**config.mk**
```make
export PLATFORM = sky130hd
export DESIGN_NAME = core_axi_arb
export DESIGN_NICKNAME = d
export VERILOG_FILES = /design/src/rtl/core_axi_arb.sv
export SDC_FILE = /design/constraint.sdc
export NUM_CORES = 1
export LEC_CHECK = 0
export CAP_MARGIN = 10
export CORE_AREA = 2 2 88 90
export CTS_CLUSTER_DIAMETER = 30
export DETAILED_ROUTE_END_ITERATION = 16
export DIE_AREA = 0 0 90 92
export PLACE_DENSITY = 0.76
export SYNTH_ARGS = -nofsm -noshare
export SYNTH_HDL_FRONTEND = slang
export SYNTH_SLANG_ARGS = --single-unit
```
**constraint.sdc**
```tcl
create_clock -name i_clk -period 1.7 [get_ports i_clk]
set_input_delay 0.34 -clock i_clk [delete_from_list [all_inputs] [get_ports i_clk]]
set_output_delay 0.34 -clock i_clk [all_outputs]
set_load 0.01 [all_outputs]
```
**src/rtl/core_axi_arb.sv**
```systemverilog
// core_axi_arb
//   Two-master to one-slave AXI-Lite arbiter. M0 is the instruction-fetch
//   master and can only read. M1 is the load/store master and can read and
//   write. Only one transaction (one read or one write) is outstanding on the
//   slave port at any time.
//
//   An M1 write always beats any read. When both masters request a read
//   together:
//     ARB_RR_EN undefined : M1 wins (fixed priority).
//     ARB_RR_EN defined   : the master that was not granted last wins.
//                           r_rr_last holds the last grant and resets to M1.
//
//   Ports
//     i_clk, i_nrst        clock, asynchronous active-low reset
//     i_m0_ar*/o_m0_r*     M0 read address / read data channels
//     i_m1_aw*,i_m1_w*     M1 write address / write data channels
//     o_m1_b*              M1 write response channel
//     i_m1_ar*/o_m1_r*     M1 read address / read data channels
//     o_s_* / i_s_*        slave-side AXI-Lite port (all five channels)
//
//   Data, strobe and response fields pass through combinationally. Only the
//   VALID and READY signals are gated by the grant.
module core_axi_arb #(
  parameter int AXI_AWIDTH = 4,
  parameter int AXI_DWIDTH = 32,
  localparam int SWIDTH    = AXI_DWIDTH/8
) (
  input  logic                  i_clk,
  input  logic                  i_nrst,
  // M0 read
  input  logic [AXI_AWIDTH-1:0] i_m0_araddr,
  input  logic                  i_m0_arvalid,
  output logic                  o_m0_arready,
  output logic [AXI_DWIDTH-1:0] o_m0_rdata,
  output logic [1:0]            o_m0_rresp,
  output logic                  o_m0_rvalid,
  input  logic                  i_m0_rready,
  // M1 write
  input  logic [AXI_AWIDTH-1:0] i_m1_awaddr,
  input  logic                  i_m1_awvalid,
  output logic                  o_m1_awready,
  input  logic [AXI_DWIDTH-1:0] i_m1_wdata,
  input  logic [SWIDTH-1:0]     i_m1_wstrb,
  input  logic                  i_m1_wvalid,
  output logic                  o_m1_wready,
  output logic [1:0]            o_m1_bresp,
  output logic                  o_m1_bvalid,
  input  logic                  i_m1_bready,
  // M1 read
  input  logic [AXI_AWIDTH-1:0] i_m1_araddr,
  input  logic                  i_m1_arvalid,
  output logic                  o_m1_arready,
  output logic [AXI_DWIDTH-1:0] o_m1_rdata,
  output logic [1:0]            o_m1_rresp,
  output logic                  o_m1_rvalid,
  input  logic                  i_m1_rready,
  // slave port
  output logic [AXI_AWIDTH-1:0] o_s_awaddr,
  output logic                  o_s_awvalid,
  input  logic                  i_s_awready,
  output logic [AXI_DWIDTH-1:0] o_s_wdata,
  output logic [SWIDTH-1:0]     o_s_wstrb,
  output logic                  o_s_wvalid,
  input  logic                  i_s_wready,
  input  logic [1:0]            i_s_bresp,
  input  logic                  i_s_bvalid,
  output logic                  o_s_bready,
  output logic [AXI_AWIDTH-1:0] o_s_araddr,
  output logic                  o_s_arvalid,
  input  logic                  i_s_arready,
  input  logic [AXI_DWIDTH-1:0] i_s_rdata,
  input  logic [1:0]            i_s_rresp,
  input  logic                  i_s_rvalid,
  output logic                  o_s_rready
);

  typedef enum logic [1:0] {IDLE, RD0, RD1, WR1} state_t;

  state_t r_state, w_state_nxt;
  logic   r_ar_done, r_aw_done, r_w_done;
  logic   w_wr_req;

`ifdef ARB_RR_EN
  // 0 = M0 granted last, 1 = M1 granted last
  logic   r_rr_last;
`endif

  assign w_wr_req = i_m1_awvalid | i_m1_wvalid;

  // Pure pass-through fields. Only the handshake signals below are gated.
  assign o_s_awaddr = i_m1_awaddr;
  assign o_s_wdata  = i_m1_wdata;
  assign o_s_wstrb  = i_m1_wstrb;
  assign o_m1_bresp = i_s_bresp;
  assign o_m0_rdata = i_s_rdata;
  assign o_m0_rresp = i_s_rresp;
  assign o_m1_rdata = i_s_rdata;
  assign o_m1_rresp = i_s_rresp;
  assign o_s_araddr = (r_state == RD1) ? i_m1_araddr : i_m0_araddr;

  // State register and per-transaction handshake flags
  always_ff @(posedge i_clk or negedge i_nrst) begin
    if (!i_nrst) begin
      r_state   <= IDLE;
      r_ar_done <= 1'b0;
      r_aw_done <= 1'b0;
      r_w_done  <= 1'b0;
    end else begin
      r_state <= w_state_nxt;
      // The only way back to IDLE is the end of a transaction, so every
      // flag clears there. In IDLE itself no S-side VALID is high, so no
      // flag can set.
      if (w_state_nxt == IDLE) begin
        r_ar_done <= 1'b0;
        r_aw_done <= 1'b0;
        r_w_done  <= 1'b0;
      end else begin
        if (o_s_arvalid & i_s_arready) r_ar_done <= 1'b1;
        if (o_s_awvalid & i_s_awready) r_aw_done <= 1'b1;
        if (o_s_wvalid  & i_s_wready)  r_w_done  <= 1'b1;
      end
    end
  end

`ifdef ARB_RR_EN
  always_ff @(posedge i_clk or negedge i_nrst) begin
    if (!i_nrst)
      r_rr_last <= 1'b1;
    else if (r_state == IDLE && w_state_nxt != IDLE)
      r_rr_last <= (w_state_nxt != RD0);
  end
`endif

  // Next-state logic and grant-gated handshakes
  always_comb begin
    w_state_nxt  = r_state;
    o_m0_arready = 1'b0;
    o_m0_rvalid  = 1'b0;
    o_m1_awready = 1'b0;
    o_m1_wready  = 1'b0;
    o_m1_bvalid  = 1'b0;
    o_m1_arready = 1'b0;
    o_m1_rvalid  = 1'b0;
    o_s_awvalid  = 1'b0;
    o_s_wvalid   = 1'b0;
    o_s_bready   = 1'b0;
    o_s_arvalid  = 1'b0;
    o_s_rready   = 1'b0;
    case (r_state)
      IDLE: begin
        if (w_wr_req)
          w_state_nxt = WR1;
        else if (i_m0_arvalid && i_m1_arvalid)
`ifdef ARB_RR_EN
          w_state_nxt = r_rr_last ? RD0 : RD1;
`else
          w_state_nxt = RD1;
`endif
        else if (i_m1_arvalid)
          w_state_nxt = RD1;
        else if (i_m0_arvalid)
          w_state_nxt = RD0;
      end
      RD0: begin
        o_s_arvalid  = i_m0_arvalid & ~r_ar_done;
        o_m0_arready = i_s_arready  & ~r_ar_done;
        o_m0_rvalid  = i_s_rvalid;
        o_s_rready   = i_m0_rready;
        if (i_s_rvalid && i_m0_rready) w_state_nxt = IDLE;
      end
      RD1: begin
        o_s_arvalid  = i_m1_arvalid & ~r_ar_done;
        o_m1_arready = i_s_arready  & ~r_ar_done;
        o_m1_rvalid  = i_s_rvalid;
        o_s_rready   = i_m1_rready;
        if (i_s_rvalid && i_m1_rready) w_state_nxt = IDLE;
      end
      WR1: begin
        // AW and W complete independently, in either order
        o_s_awvalid  = i_m1_awvalid & ~r_aw_done;
        o_m1_awready = i_s_awready  & ~r_aw_done;
        o_s_wvalid   = i_m1_wvalid  & ~r_w_done;
        o_m1_wready  = i_s_wready   & ~r_w_done;
        o_m1_bvalid  = i_s_bvalid;
        o_s_bready   = i_m1_bready;
        if (i_s_bvalid && i_m1_bready) w_state_nxt = IDLE;
      end
      default: w_state_nxt = IDLE;
    endcase
  end

endmodule

```
==> results of run 1 <==
-- cells by family (layout without fill, tap and decap cells) --
family,count (synthesis),after routing
flip-flops,5,5
adder cells (fa/ha/maj),4,4
buffers and inverters,115,68
multiplexers,5,5
AO/OA/AOI/OAI,13,13
AND/OR/NAND/NOR,16,16
-- sequential cells by signal, indices dropped and copies added (netlist names) --
name and count:
r_state 2, r_ar_done 1, r_aw_done 1, r_w_done 1
-- layout make-up --
class,count,area [sq um],area share [%]
Multi-Input combinational cell,38,438,34.5
Inverter,4,17.5,1.38
Sequential cell,5,125,9.85
Timing Repair Buffer,60,517,40.7
Clock buffer,4,45.0,3.55
Tap cell,102,128,10.0
-- per-stage QoR --
| step | hold slack, ps | cells | util [%] |
|---|---|---|---|
| floorplan | 44.4 | 158 | - |
| global placement | 533 | 198 | 14.3 |
| detailed placement | 546 | 198 | 14.3 |
| CTS | 355 | 207 | 15.9 |
| global route | 355 | 213 | 17.1 |
| finish | 350 | 213 | 17.1 |
-- layout by cell type (no fill, tap or decap), types with 2 or more instances in the layout --
| master | synthesis | layout |
|---|---|---|
| clkbuf_8 | 0 | 3 |
| inv_2 | 0 | 3 |
| clkdlybuf4s15_1 | 0 | 2 |
| and3b_1 | 5 | 5 |
| o31a_4 | 0 | 2 |
| a21oi_2 | 0 | 2 |
| ha_4 | 0 | 4 |
| buf_4 | 110 | 18 |
| nand2_1 | 3 | 3 |
| clkdlybuf4s50_1 | 0 | 21 |
| nor2b_1 | 2 | 2 |
| buf_6 | 1 | 9 |
| and2_4 | 0 | 2 |
| a21oi_1 | 6 | 4 |
| buf_2 | 0 | 10 |
| dfrtp_1 | 5 | 5 |
| mux2_4 | 0 | 3 |
-- worst paths after layout --
kind | cells past startpoint | slack (ps) | from | end
setup / recovery | 5 | -120 | r_state[1] | o_s_araddr[0]
hold / removal | 1 | 350 | i_nrst | r_state[1]
setup reg to reg | 7 | -10 | r_state[1] | r_w_done
hold reg to reg | 2 | 530 | r_aw_done | r_aw_done
max in group asynchronous | 1 | 1160 | i_nrst | r_ar_done
min in group i_clk | 2 | 530 | r_aw_done | r_aw_done
-- report_power, final --
| part | internal (mW) | switching, mW |
|---|---|---|
| logic | 0.830 | 0.572 |
| registers | 0.169 | 0.0415 |
| clock network | 0.161 | 0.0553 |
-- repair_timing --
action | in CTS | in global routing
setup buffers | 5 | 6
endpoints found under the setup margin | 21 | 15
endpoints found under the hold margin | 0 | 0
resized for setup | 76 | 17
pin swaps | 2 | 5
-- per-layer routing --
| layer | wire (um) | up-vias |
|---|---|---|
| li1 | - | 302 |
| met1 | 1010 | 315 |
| met2 | 1380 | 40 |
| met3 | 291 | 32 |
| met4 | 175 | 0 |
| met5 | 0 | - |
==> flow_metrics.tcl, run 1 <==
set metrics [dict create \
    max-cap-violations 0 \
    ant_nets 0 \
    synth_mux_area_share_pct 4.20 \
    clk_latency_ps 220 \
    crit_path_frequent_cell "buf_6" \
    synth_cell_types 21 \
    synth-simple-area-share_pct 8.87 \
    synth_nets 260 \
    port_buffers 37 \
    nNetsFinal 214 \
    synthAdderAreaFrac_pct 3.82 \
    num-fill-cells 867 \
    crit_buf_inv 3 \
    cts_sinks 5 \
    die_w_um 90 \
    ioPinCount 224 \
    use_met2_pct 10.7 \
    worstPathArrival_ps 1480 \
    path_delay_family "flip-flops" \
    cts_tree "yes" \
    first_iter_violations 7 \
    timing.slew.headroom_pct 81.2 \
    synth_cells 158 \
    die_h_um 92 \
    synth_area_leader_cell "buf_4" \
    cp-end-kind "primary output" \
    synth_top_cells_by_count "buf_4 (110), a21oi_1 (6), and3b_1 (5), dfrtp_1 (5)" \
    tightest_slew_ps 280 \
    ys_top_cells_by_area "buf_4 (63%), dfrtp_1 (9.5%), ha_1 (3.8%)" \
    outcome "finished, violations left" \
    min-delay-path-class "in -> async" \
    area_growth_syn_to_layout_pct -3.15 \
    grt_util_all_layers_pct 6.50 \
    synth-edff-count 0 \
    cp_slowest_cell "dfrtp_1" \
    grt_pass1_vias 782 \
    crit_fanout 7 \
    diodes 0 \
    period_needed_ps 1820 \
    worstPathCellList "ha_4, buf_4, buf_6, mux2_4, buf_6" \
    num_vias 689 \
    dp_hpwl_mm 2.28 \
    finalMaxSlewViolations 0 \
    timing.setup.tns_ps -436 \
    start_util_pct 17.6 \
    fmax_mhz 550 \
    setup_viol 7 \
    clk_pin_slew_ps 40 \
    coreArea_sq_um 7450 \
    num_rows 32 \
    synth_flop_cell "dfrtp_1" \
    dpl_cell_area_sq_um 1060 \
    pre_cts_ws_ps -376 \
    numCtsBuffers 3 \
    grt_pass1_wl_mm 4.19 \
    start_kind "register" \
    die-area_sq_um 8280 \
    gp_congestion 0.670 \
    synth_top_family_by_area "buffers and inverters" \
    drc_errors 0 \
    syn_area_per_cell_sq_um 8.30 \
    cts_hold_buf 0 \
    cp_data_required_time_ps 1360 \
    grtUsageMet3_pct 2.22 \
    antenna_found_initial 0 \
    grt_max_degree 9 \
    final.period_utilization_pct 107 \
    layout-drive-gt1-share_pct 58.6 \
    ir_worst_vdd_mv 0.648 \
    p_leak_nw 0.567 \
    max_stage_delay_ps 410 \
    syn-cell-area_sq_um 1310 \
    finalWirelength_mm 2.85 \
    grt-ovfl-total 0 \
    async_flop_share_pct 100 \
    top_usage_layer "met2" \
    power.density_nw_per_um2 1440 \
    dr.pass1.iters 4 \
    viasPerCell 3.23 \
    synth_most_common_cell "buf_4" \
    final_cell_area_sq_um 1270 \
    wl_per_cell_um 13.4 \
    rsz0062_at_grt "true" \
    ys_ff_latch 5 \
    ys_seq_area_share_pct 9.54 \
    path_class "reg -> out" \
    root_buffer "clkbuf_8" \
    power_mw 1.83 \
    violations "negative setup slack" \
    yosysTopAreaCellShare_pct 63.0 \
    fin_skew_ps 1.36 \
    grt_util_met1_pct 6.49 \
    synth-xor-area-share_pct 0 \
    htreeDepth 1 \
    layout_setup_ws_ps -117 \
    synth_compound_area_share_pct 8.59 \
    yosys_warnings 0 \
    finalHoldViolations 0 \
    clk_path_buf_depth 2 \
]
(Power assumes the default switching activity.)
==> run 2: changes to the inputs <==
- GPL_ROUTABILITY_DRIVEN: default -> 0
- SETUP_SLACK_MARGIN: default -> 0.4
==> run 2 against run 1 <==
Net effect: the flow still finishes with violations (negative setup slack); global-route usage is 0.14 points lower; power increased by 15%; combinational power increased by 17%; sequential share of layout area fell by 0.59 points; count of clock-buffer cells in the layout unchanged; setup slack got worse by 8.7 ps; hold slack worse by 3.9 ps; critical path type unchanged; critical endpoint is now o_s_arvalid.
==> flow_metrics.tcl, run 2 (same netlist as run 1, synthesis figures left out) <==
set metrics [dict create \
    ioPinCount 224 \
    outcome "finished, violations left" \
    grt_max_degree 7 \
    final.period_utilization_pct 107 \
    wl_per_cell_um 12.6 \
    cp_slowest_cell "dfrtp_2" \
    worstPathArrival_ps 1490 \
    drc_errors 0 \
    numCtsBuffers 3 \
    p_leak_nw 0.619 \
    ir_worst_vdd_mv 0.507 \
    finalMaxSlewViolations 0 \
    violations "negative setup slack" \
    layout_common_cells "clkdlybuf4s50_1 (21), buf_4 (19), buf_6 (18)" \
    cts_sinks 5 \
    cp-end-kind "primary output" \
    crit_fanout 6 \
    clk_latency_ps 220 \
    layout_setup_ws_ps -126 \
    max-cap-violations 0 \
    final_core_util_pct 18.5 \
    diodes 0 \
    final_common_cell "clkdlybuf4s50_1" \
    die_h_um 92 \
    die_w_um 90 \
    power.density_nw_per_um2 1520 \
    dr.pass1.iters 4 \
    grt_pass1_wl_mm 4.17 \
    num-fill-cells 841 \
    start_kind "register" \
    htreeDepth 1 \
    coreArea_sq_um 7450 \
    path_delay_family "flip-flops" \
    grt-ovfl-total 0 \
    grt_util_all_layers_pct 6.36 \
    clk_pin_slew_ps 30 \
    setup_viol 16 \
    ant_nets 0 \
    dp_hpwl_mm 2.13 \
    largest_register_ff_count 2 \
    top_register "r_state" \
    max_stage_delay_ps 420 \
    first_iter_violations 8 \
    num_vias 718 \
    fmax_mhz 548 \
    viasPerCell 3.28 \
    start_util_pct 17.6 \
    cp_data_required_time_ps 1360 \
    layout-drive-gt1-share_pct 66.7 \
    finalHoldViolations 0 \
    port_buffers 37 \
    antenna_found_initial 0 \
    root_buffer "clkbuf_8" \
    rsz0062_at_grt "true" \
    grt_pass1_vias 830 \
    power_mw 2.10 \
    num_rows 32 \
    cts_hold_buf 0 \
    clk_path_buf_depth 2 \
    finalWirelength_mm 2.77 \
    period_needed_ps 1830 \
    worstPathCellList "inv_4, ha_4, buf_4, mux2i_1, nor3b_2, buf_2" \
    nNetsFinal 220 \
    crit_buf_inv 3 \
    fin_skew_ps 0.100 \
    timing.slew.headroom_pct 81.7 \
    tightest_slew_ps 274 \
    path_class "reg -> out" \
    die-area_sq_um 8280 \
    min-delay-path-class "in -> async" \
    area_growth_syn_to_layout_pct 5.06 \
    cts_tree "yes" \
]
[run 2: changes by cell type in the layout (fill, tap and decap cells not counted), moves of 2 or more]
cell / delta
a21oi_1: -2
buf_2: -3
dfrtp_1: -2
buf_6: +9
dfrtp_2: +2
clkdlybuf4s15_1: -2
a21oi_2: +2
[run 2: layout make-up]
| class | instances | area, sq um | area share (%) |
|---|---|---|---|
| Sequential cell | 5 | 128 | 9.26 |
| Clock buffer | 4 | 45.0 | 3.27 |
| Inverter | 4 | 17.5 | 1.27 |
| Multi-Input combinational cell | 38 | 449 | 32.6 |
| Timing Repair Buffer | 66 | 611 | 44.3 |
| Tap cell | 102 | 128 | 9.26 |
[run 2: routing by layer]
metal  global-route usage [%]  vias to the layer above  routed length (um)
met4                     6.54                        0                 182
met5                        0                        -                   0
met3                     2.55                       31                 269
met1                     6.04                      334                 923
met2                     10.2                       40                1390
li1                         -                      313                   -
[run 2: timing repair]
action	in CTS	in global routing
resized for setup	101	7
endpoints found under the setup margin	21	21
pin swaps	6	4
setup buffers	14	4
[run 2: final timing paths]
kind	start	endpoint	slack (ps)	cells after the start
max	r_state[0]	o_s_arvalid	-130	6
min	i_nrst	r_ar_done	350	1
max reg2reg	r_state[0]	r_aw_done	-60	8
min reg2reg	r_w_done	r_w_done	520	2
max in group asynchronous	i_nrst	r_state[0]	1150	1
min in group i_clk	r_w_done	r_w_done	520	2
[run 2: power breakdown]
group | internal, mW | switching, mW | total [mW]
sequential | 0.174 | 0.0695 | 0.243
clock | 0.161 | 0.0543 | 0.215
combinational | 1.02 | 0.619 | 1.64
total | 1.35 | 0.743 | 2.10
[run 2: through the flow]
step / std cells / instance area (sq um) / setup WS, ps / hold slack, ps / TNS [ps]
floorplan: 158 / 1320 / 274 / 44.4 / 0
global placement: 197 / 1070 / -313 / 527 / -3600
detailed placement: 197 / 1070 / -320 / 553 / -3650
CTS: 215 / 1320 / -143 / 348 / -829
global route: 219 / 1380 / -216 / 366 / -2120
finish: 219 / 1380 / -126 / 346 / -1130
